$ cat config.mk
export PLATFORM = sky130hd
export DESIGN_NAME = pipe_exec_unit
export DESIGN_NICKNAME = d
export VERILOG_FILES = /design/src/rtl/pipe_exec_unit.sv
export SDC_FILE = /design/constraint.sdc
export NUM_CORES = 1
export LEC_CHECK = 0
export CAP_MARGIN = 25
export CORE_UTILIZATION = 53
export DETAILED_ROUTE_END_ITERATION = 12
export HOLD_SLACK_MARGIN = 0.05
export PLACE_DENSITY = 0.8
export SYNTH_ARGS = -nofsm -noshare
export SYNTH_HDL_FRONTEND = slang
export SYNTH_SLANG_ARGS = --single-unit
$ cat constraint.sdc
create_clock -name clk -period 4.3 [get_ports clk]
set_clock_uncertainty 0.2 [all_clocks]
set_input_delay 0.645 -clock clk [delete_from_list [all_inputs] [get_ports clk]]
set_output_delay 0.645 -clock clk [all_outputs]
set_load 0.01 [all_outputs]
$ cat src/rtl/pipe_exec_unit.sv
// Single-issue execute stage: registered ALU result plus branch/jump resolution.
// Define PIPE_EXEC_MUL_EN to build the serial shift-add multiplier for alu_op 10.
module pipe_exec_unit #(
  parameter int XLEN = 32,
  parameter int SHW  = $clog2(XLEN)
) (
  input  logic            clk,
  input  logic            rst,
  input  logic            flush,
  input  logic            in_valid,
  output logic            in_ready,
  input  logic [3:0]      alu_op,
  input  logic [2:0]      br_op,
  input  logic [XLEN-1:0] a,
  input  logic [XLEN-1:0] b,
  input  logic [XLEN-1:0] pc,
  input  logic [XLEN-1:0] offset,
  output logic            out_valid,
  input  logic            out_ready,
  output logic [XLEN-1:0] result,
  output logic            redirect,
  output logic [XLEN-1:0] redirect_pc
);

  localparam logic [3:0] OP_ADD  = 4'd0;
  localparam logic [3:0] OP_SUB  = 4'd1;
  localparam logic [3:0] OP_SLL  = 4'd2;
  localparam logic [3:0] OP_SRL  = 4'd3;
  localparam logic [3:0] OP_SRA  = 4'd4;
  localparam logic [3:0] OP_AND  = 4'd5;
  localparam logic [3:0] OP_OR   = 4'd6;
  localparam logic [3:0] OP_XOR  = 4'd7;
  localparam logic [3:0] OP_SLT  = 4'd8;
  localparam logic [3:0] OP_SLTU = 4'd9;

  localparam logic [2:0] BR_BEQ  = 3'd1;
  localparam logic [2:0] BR_BNE  = 3'd2;
  localparam logic [2:0] BR_BLT  = 3'd3;
  localparam logic [2:0] BR_BGE  = 3'd4;
  localparam logic [2:0] BR_JAL  = 3'd5;
  localparam logic [2:0] BR_JALR = 3'd6;

  logic            r_out_valid;
  logic            r_redirect;
  logic [XLEN-1:0] r_result;
  logic [XLEN-1:0] r_redirect_pc;

  logic [SHW-1:0]  w_shamt;
  logic [XLEN-1:0] w_pc4;
  logic [XLEN-1:0] w_br_tgt;
  logic [XLEN-1:0] w_jsum;
  logic [XLEN-1:0] w_alu;
  logic [XLEN-1:0] w_res;
  logic [XLEN-1:0] w_target;
  logic            w_redir;
  logic            w_fire;
  logic            w_busy;
  logic            w_is_mul;
  logic            w_mul_done;
  logic [XLEN-1:0] w_mul_res;
  logic [XLEN-1:0] w_mul_pc4;

  assign w_shamt  = b[SHW-1:0];
  assign w_pc4    = pc + XLEN'(4);
  assign w_br_tgt = pc + offset;
  assign w_jsum   = a + offset;
  assign in_ready = !w_busy && (!r_out_valid || out_ready);
  assign w_fire   = in_valid && in_ready && !flush;

  always_comb begin
    w_alu = '0;
    case (alu_op)
      OP_ADD:  w_alu = a + b;
      OP_SUB:  w_alu = a - b;
      OP_SLL:  w_alu = a << w_shamt;
      OP_SRL:  w_alu = a >> w_shamt;
      OP_SRA:  w_alu = $signed(a) >>> w_shamt;
      OP_AND:  w_alu = a & b;
      OP_OR:   w_alu = a | b;
      OP_XOR:  w_alu = a ^ b;
      OP_SLT:  w_alu = {{(XLEN-1){1'b0}}, $signed(a) < $signed(b)};
      OP_SLTU: w_alu = {{(XLEN-1){1'b0}}, a < b};
      default: w_alu = '0;
    endcase
  end

  // Branch conditions compare the raw operands, independent of alu_op.
  always_comb begin
    w_redir  = 1'b0;
    w_target = w_pc4;
    w_res    = w_alu;
    case (br_op)
      BR_BEQ:  w_redir = (a == b);
      BR_BNE:  w_redir = (a != b);
      BR_BLT:  w_redir = ($signed(a) < $signed(b));
      BR_BGE:  w_redir = ($signed(a) >= $signed(b));
      BR_JAL:  begin w_redir = 1'b1; w_res = w_pc4; end
      BR_JALR: begin w_redir = 1'b1; w_res = w_pc4; end
      default: w_redir = 1'b0;
    endcase
    if (w_redir)
      w_target = (br_op == BR_JALR) ? {w_jsum[XLEN-1:1], 1'b0} : w_br_tgt;
  end

`ifdef PIPE_EXEC_MUL_EN
  typedef enum logic [1:0] {S_IDLE, S_RUN, S_DONE} state_t;

  state_t          r_state;
  state_t          w_next;
  logic [XLEN-1:0] r_mcand;
  logic [XLEN-1:0] r_mplier;
  logic [XLEN-1:0] r_acc;
  logic [XLEN-1:0] r_mpc4;
  logic [SHW-1:0]  r_cnt;
  logic [XLEN-1:0] w_acc_next;

  assign w_is_mul   = (alu_op == 4'd10);
  assign w_busy     = (r_state == S_RUN);
  assign w_acc_next = r_acc + (r_mplier[0] ? r_mcand : '0);
  // Last iteration's partial sum goes straight to the output register.
  assign w_mul_done = w_busy && (r_cnt == '1);
  assign w_mul_res  = w_acc_next;
  assign w_mul_pc4  = r_mpc4;

  always_comb begin
    w_next = r_state;
    case (r_state)
      S_IDLE, S_DONE: begin
        if (w_fire)
          w_next = w_is_mul ? S_RUN : S_IDLE;
        else if (r_state == S_DONE && out_ready)
          w_next = S_IDLE;
      end
      S_RUN:   if (w_mul_done) w_next = S_DONE;
      default: w_next = S_IDLE;
    endcase
    if (flush) w_next = S_IDLE;
  end

  always_ff @(posedge clk) begin
    if (rst) begin
      r_state  <= S_IDLE;
      r_mcand  <= '0;
      r_mplier <= '0;
      r_acc    <= '0;
      r_mpc4   <= '0;
      r_cnt    <= '0;
    end else begin
      r_state <= w_next;
      if (w_fire && w_is_mul) begin
        r_mcand  <= a;
        r_mplier <= b;
        r_acc    <= '0;
        r_mpc4   <= w_pc4;
        r_cnt    <= '0;
      end else if (w_busy) begin
        r_mcand  <= r_mcand << 1;
        r_mplier <= r_mplier >> 1;
        r_acc    <= w_acc_next;
        r_cnt    <= r_cnt + 1'b1;
      end
    end
  end
`else
  assign w_is_mul   = 1'b0;
  assign w_busy     = 1'b0;
  assign w_mul_done = 1'b0;
  assign w_mul_res  = '0;
  assign w_mul_pc4  = '0;
`endif

  always_ff @(posedge clk) begin
    if (rst) begin
      r_out_valid   <= 1'b0;
      r_redirect    <= 1'b0;
      r_result      <= '0;
      r_redirect_pc <= '0;
    end else if (flush) begin
      r_out_valid <= 1'b0;
      r_redirect  <= 1'b0;
    end else if (w_mul_done) begin
      r_out_valid   <= 1'b1;
      r_result      <= w_mul_res;
      r_redirect    <= 1'b0;
      r_redirect_pc <= w_mul_pc4;
    end else if (w_fire) begin
      r_out_valid <= !w_is_mul;
      r_redirect  <= w_is_mul ? 1'b0 : w_redir;
      if (!w_is_mul) begin
        r_result      <= w_res;
        r_redirect_pc <= w_target;
      end
    end else if (r_out_valid && out_ready) begin
      r_out_valid <= 1'b0;
    end
  end

  assign out_valid   = r_out_valid;
  assign result      = r_result;
  assign redirect    = r_redirect;
  assign redirect_pc = r_redirect_pc;

endmodule

==> qor.yml, run 1 <==
outcome: "finished clean"
first_pass_iters: 6
grt_pass1_vias: 19978
cp_cell_sequence: "clkdlybuf4s50_1, inv_1, ha_1, a21o_1, a2111oi_4, buf_4, o21ai_1, a21oi_1, o21a_1, o21ai_0, a211oi_1, a31oi_1, buf_4, nor3_1, o41ai_1"
clock_sinks: 66
cp_top_family: "compound AO/OA/AOI/OAI gates"
root_buffer: "clkbuf_16"
totalWireLength_mm: 78.6
critPathMostFrequentCell: "buf_4"
drv_slew: 0
ys_types: 90
synth_edf_count: 0
peakVddDrop_mv: 0.186
h-tree-depth: 3
rsz0062_at_grt: "true"
final_common_cell: "buf_4"
max_slew.worst_pin.slew_ns: 0.949
core_area_um2: 29600
synthXorXnorAreaFrac: 0.0506
synthAdderAreaFrac: 0.132
maxCapViolCount: 0
reg2reg_from: "out_valid"
hold_buffers: 0
powerDensity_nw_per_um2: 212
dieHeight_um: 175
ant_nets: 0
drt-vias-per-instance: 6.97
min_path_type: "register to register"
fin_crit_sh: 0.990
place.gp.congestion: 1.11
wl_per_cell_um: 25.8
min_to: "redirect_pc[27]"
hold_viol: 0
synth_compound_area_frac: 0.327
drcViolationCount: 0
area_growth_pct: 30.3
numPortBuffers: 206
min-delay-start: "redirect_pc[27]"
final_cell_mix: "buf_4 (301), nor2_1 (251), a21oi_1 (218), nand2_1 (211), clkdlybuf4s50_1 (194)"
num_vias: 21202
final_util: 0.700
worstPathArrival_ns: 4.27
whs_path_depth: 2
setup_viol: 0
die_w_um: 175
syn_area_um2: 15900
clock_path_buffers: 2
synth-main-ff-cell: "dfxtp_1"
slowest_delay_ns: 0.51
die-area_um2: 30700
synth_mux_area_frac: 0.125
grtUsageTotal: 0.491
yosysTopAreaCell: "ha_1"
synth_nets: 2580
yosys.area_share.simple: 0.215
drt_iter0_drc: 3320
timing.hold.ws_ns: 0.269
async_flop_share: 0
reg2regPathDepth: 8
slowest_stage: "nor3_1"
period_needed_ns: 4.26
antenna_found_initial: 3
pin_count: 207
max_slew_margin: 0.368
cts_made_buffers: 9
worstReg2RegEnd: "result[17]"
synth_top_area_share: 0.126
ys_seq_area_frac: 0.0830
r2r_slack_ns: 1.75
cp_data_required_time_ns: 4.32
ys_warn_count: 0
row_count: 63
critPathMaxFanout: 3
dp_hpwl_mm: 61.5
critical_path_class: "input port to register"
start_util: 0.537
nets: 2949
fmax_ghz: 0.235
leakagePower_uw: 0.00894
ys_ff_latch: 66
fillers: 2576
synth_top_family_by_area: "compound AO/OA/AOI/OAI gates"
drive_gt1_frac: 0.174
clk_pin_slew_worst_paths_ns: 0.06
grt_pass1_wl_mm: 117
synthTopCellsByArea: "ha_1 (13%), dfxtp_1 (8.3%), a21oi_1 (7.0%), nor2_1 (6.0%), o21ai_0 (5.1%)"
critPathLaunchType: "input port"
syn-instance-count: 2275
grt_overflow: 0
end_kind: "register"
cts_tree: "done"
grt_max_degree: 72
dpl_worst_slack_ns: -0.640
syn_avg_cell_area_um2: 7.00
crit_buf_inv: 4
setup_slack_ns: 0.0433
insertion_delay_ns: 0.35
-- worst max path at each step --
stage	from	end	slack, ns	cells after the start
after floorplan	b[1]	result[25]	0.008	15
after global placement	a[1]	result[15]	-0.43	16
after detailed placement	a[1]	result[15]	-0.64	16
after CTS	a[22]	redirect_pc[16]	0.008	15
after global routing	a[1]	result[25]	-0.03	15
final	a[1]	result[17]	0.04	15
-- cell type report --
class                   instances  area, um2  share of cell area
inverters                     114        428              0.0206
flip-flops and latches         66       1320              0.0637
clock buffers                  10        239              0.0115
repair buffers                513       4450               0.215
diodes                          1       2.50            0.000121
well taps                     390        488              0.0235
multi-input cells            1940      13700               0.662
clock inverters                 6       88.8             0.00428
-- kinds of logic after synthesis --
kind of cell	count (synthesis)
AOI/OAI and AO/OA	794
and+or+nand+nor	738
buffers and inverters	269
adders and majority gates	165
muxes	151
xor gates and xnor gates	92
DFF	66
-- through the flow --
stage               total power (uW)  setup TNS, ns  instances  cell area [um2]
floorplan                       2200              0       2275            15900
detailed placement              3370         -13.73       3019            20200
finish                          4410              0       3040            20700
global placement                3330         -11.31       3019            20200
global route                    4560        -0.0316       3039            20700
CTS                             4230              0       3035            20500
-- cells in the mapped netlist, drive strengths merged (27+ instances only) --
| cell type | instances |
|---|---|
| a211oi | 43 |
| a21o | 46 |
| a21oi | 223 |
| a31oi | 27 |
| and3 | 29 |
| buf | 42 |
| clkbuf | 113 |
| dfxtp | 66 |
| ha | 161 |
| inv | 110 |
| mux2 | 37 |
| mux2i | 79 |
| mux4 | 35 |
| nand2 | 211 |
| nand3 | 49 |
| nor2 | 253 |
| nor3 | 63 |
| o211ai | 30 |
| o21ai | 170 |
| o22ai | 27 |
| xnor2 | 57 |
| xor2 | 35 |
-- state kept, by name, summed over array words and instances (netlist names) --
| signal | flops |
|---|---|
| redirect_pc | 32 |
| result | 32 |
| out_valid | 1 |
| redirect | 1 |
-- routing by layer --
metal  vias up  GRT usage  wire (um)
met3       375      0.101      10400
met1      9859      0.647      30100
met5         -          0         13
met2      1751      0.758      33300
li1       9215          -          -
met4         2      0.246       4830
-- power breakdown --
| part | switching (uW) | internal, uW | total (uW) |
|---|---|---|---|
| logic | 1640 | 1210 | 2850 |
| clock network | 328 | 525 | 853 |
| registers | 42.6 | 658 | 701 |
| total | 2010 | 2400 | 4410 |
-- timing repair --
action,4_1_cts,5_1_grt
resized for setup,4,38
buffers inserted,0,3
endpoints found under the hold margin,0,0
pin swaps,0,13
setup endpoints to repair,7,46
gates cloned,0,1
-- worst register-to-register path, stage by stage, from the launching register on --
cell	delay [ns]
dfxtp_1	0.31
nand2b_1	0.12
nand2_1	0.17
nor2_4	0.24
nand2_1	0.13
a21oi_1	0.34
o21ai_0	0.19
nor3_1	0.58
o41ai_1	0.15
Power figures use the tool's default switching activity.
==> run 2, diff against run 1 <==
Settings changed: CORE_MARGIN from default to 2.
==> qor.yml, run 2 (same netlist as run 1, synthesis figures left out) <==
outcome: "finished with violations"  # was finished clean
violations: "negative setup slack"
drive_gt1_frac: 0.178  # was 0.174
nets: 2959  # was 2949
critical_path_class: "input port to register"  # unchanged
die-area_um2: 31500  # was 30700 um2
dieHeight_um: 177  # was 175 um
crit_start: "a[0]"  # was a[1]
r2r_slack_ns: 1.82  # was 1.75 ns
drcViolationCount: 0  # unchanged
cts_tree: "done"  # unchanged
combPwrFrac: 0.659  # was 0.647
final_area_um2: 20800  # was 20700 um2
met1_length_mm: 29.7  # was 30.1 mm
power_frac_seq: 0.162  # was 0.159
first_pass_iters: 8  # was 6
end_kind: "register"  # unchanged
total_power_uw: 4330  # was 4410 uW
maxCapViolCount: 0  # unchanged
worstReg2RegEnd: "result[21]"  # was result[17]
wl_per_cell_um: 25.5  # was 25.8 um
place.gp.congestion: 1.08  # was 1.11
final_common_cell: "buf_4"  # unchanged
peakVddDrop_mv: 0.182  # was 0.186 mV
period_needed_ns: 4.30  # was 4.26 ns
leakagePower_uw: 0.00896  # was 0.00894 uW
wl_met2_mm: 33.0  # was 33.3 mm
diodes: 0  # was 1
reg2reg_from: "out_valid"  # unchanged
root_buffer: "clkbuf_16"  # unchanged
powerDensity_nw_per_um2: 208  # was 212 nW/um2
reg2regPathDepth: 7  # was 8
instances_no_fill: 3049  # was 3040
place_area_um2: 20300  # was 20200 um2
cts_made_buffers: 9  # unchanged
antenna_found_initial: 3  # unchanged
insertion_delay_ns: 0.34  # was 0.35 ns
rsz0062_at_grt: "true"  # unchanged
grt_pass1_vias: 19768  # was 19978
grt_max_degree: 72  # unchanged
cp_data_required_time_ns: 4.34  # was 4.32 ns
placed_cells: 3030  # was 3019
max_slew_margin: 0.387  # was 0.368
clk_pin_slew_worst_paths_ns: 0.06  # about the same
top_layer: "met5"  # unchanged
ant_nets: 0  # unchanged
setup_viol: 1  # was 0
hold_viol: 0  # unchanged
clock_sinks: 66  # unchanged
clock_power_share: 0.179  # was 0.194
drt_iter0_drc: 3290  # was 3320
switching_share: 0.458  # was 0.456
fin_crit_sh: 1.00  # was 0.990
clock_path_buffers: 2  # unchanged
net-switching-power_uw: 1980  # was 2010 uW
dp_hpwl_mm: 61.2  # was 61.5 mm
drv_slew: 0  # unchanged
whs_path_depth: 2  # unchanged
min-delay-start: "redirect_pc[27]"  # unchanged
numPortBuffers: 206  # unchanged
max_slew.worst_pin.slew_ns: 0.920  # was 0.949 ns
core_area_um2: 29600  # unchanged
critPathLaunchType: "input port"  # unchanged
h-tree-depth: 3  # unchanged
pin_count: 207  # unchanged
area_growth_pct: 30.5  # was 30.3%
die_w_um: 177  # was 175 um
row_count: 63  # unchanged
worstPathArrival_ns: 4.34  # was 4.27 ns
setup_slack_ns: -0.00235  # was 0.0433 ns
start_util: 0.537  # unchanged
hold_buffers: 0  # unchanged
grt_overflow: 0  # unchanged
drt-vias-per-instance: 6.89  # was 6.97
critPathMaxFanout: 5  # was 3
grtUsageTotal: 0.473  # was 0.491
totalWireLength_mm: 77.7  # was 78.6 mm
fmax_ghz: 0.232  # was 0.235 GHz
met3WireLength_mm: 10.2  # was 10.4 mm
final_util: 0.701  # was 0.700
min_path_type: "register to register"  # unchanged
final_cell_mix: "buf_4 (312), nor2_1 (251), a21oi_1 (220), nand2_1 (210), clkdlybuf4s50_1 (198)"  # was buf_4 (301), nor2_1 (251), a21oi_1 (218), nand2_1 (211), clkdlybuf4s50_1 (194)
grt_pass1_wl_mm: 114  # was 117 mm
num_vias: 21011  # was 21202
p_int_uw: 2350  # was 2400 uW
min_to: "redirect_pc[27]"  # unchanged
[run 2: changes by cell type in the layout (fill, tap and decap cells not counted), sizes merged, moves of 2 or more]
cell           delta
clkinvlp          -2
clkinv            +3
clkdlybuf4s50     +4
buf              +10
dlymetal6s2s      -4
[run 2: repair_timing]
| item | in CTS | in global routing |
|---|---|---|
| pin swaps | 0 | 10 |
| buffers inserted | 0 | 2 |
| cloned | 0 | 1 |
| gates resized for setup | 6 | 33 |
| setup endpoints to repair | 31 | 44 |
[run 2: how the worst max path moves through the flow]
| stage | slack, ns | endpoint | cells past startpoint |
|---|---|---|---|
| 2_1_floorplan | 0.008 | result[25] | 15 |
| 3_3_place_gp | -0.47 | result[15] | 16 |
| 5_1_grt | -0.06 | result[31] | 15 |
| 6_report | -0.002 | redirect_pc[30] | 16 |
| 4_1_cts | 0.03 | redirect_pc[15] | 14 |
| 3_5_place_dp | -0.50 | result[15] | 16 |
[run 2: power groups by stage]
stage	clock (uW)	sequential [uW]	combinational (uW)
after CTS	762	697	2690
after global placement	0	711	2630
after detailed placement	0	708	2670
after floorplan	0	715	1490
after global routing	788	702	3000
final	774	700	2850
[run 2: stage by stage]
stage	worst slack, ns	hold WS, ns	TNS (ns)
final	-0.00235	0.271	-0.00235
after global routing	-0.0634	0.294	-0.315
after CTS	0.0337	0.270	0
after detailed placement	-0.505	0.262	-16.10
after global placement	-0.474	0.257	-14.63
after floorplan	0.00819	0.276	0
[run 2: routing by layer]
layer  up-vias  GRT usage
li1       9243          -
met1      9746      0.623
met2      1682      0.727
met3       336     0.0964
met4         4      0.252
met5         -          0
[run 2: worst max-delay path, cell delays in order]
cell and delay [ns]:
clkdlybuf4s50_1 0.50, buf_4 0.13, buf_4 0.13, nand2_1 0.08
fa_1 0.41, inv_1 0.08, a21o_1 0.12, a221oi_1 0.08
buf_4 0.15, o21ai_0 0.52, o21ai_0 0.27, o31ai_1 0.49
o41ai_1 0.14, mux2i_1 0.27, nand4_1 0.13, a22o_1 0.19
[run 2: area by class of cell]
cell class	count	area (um2)
Timing Repair Buffer	523	4510
Sequential cell	66	1320
Clock inverter	5	53.8
Fill cell	2530	8850
Inverter	114	428
Tap cell	390	488
Multi-Input combinational cell	1940	13700
Clock buffer	11	243
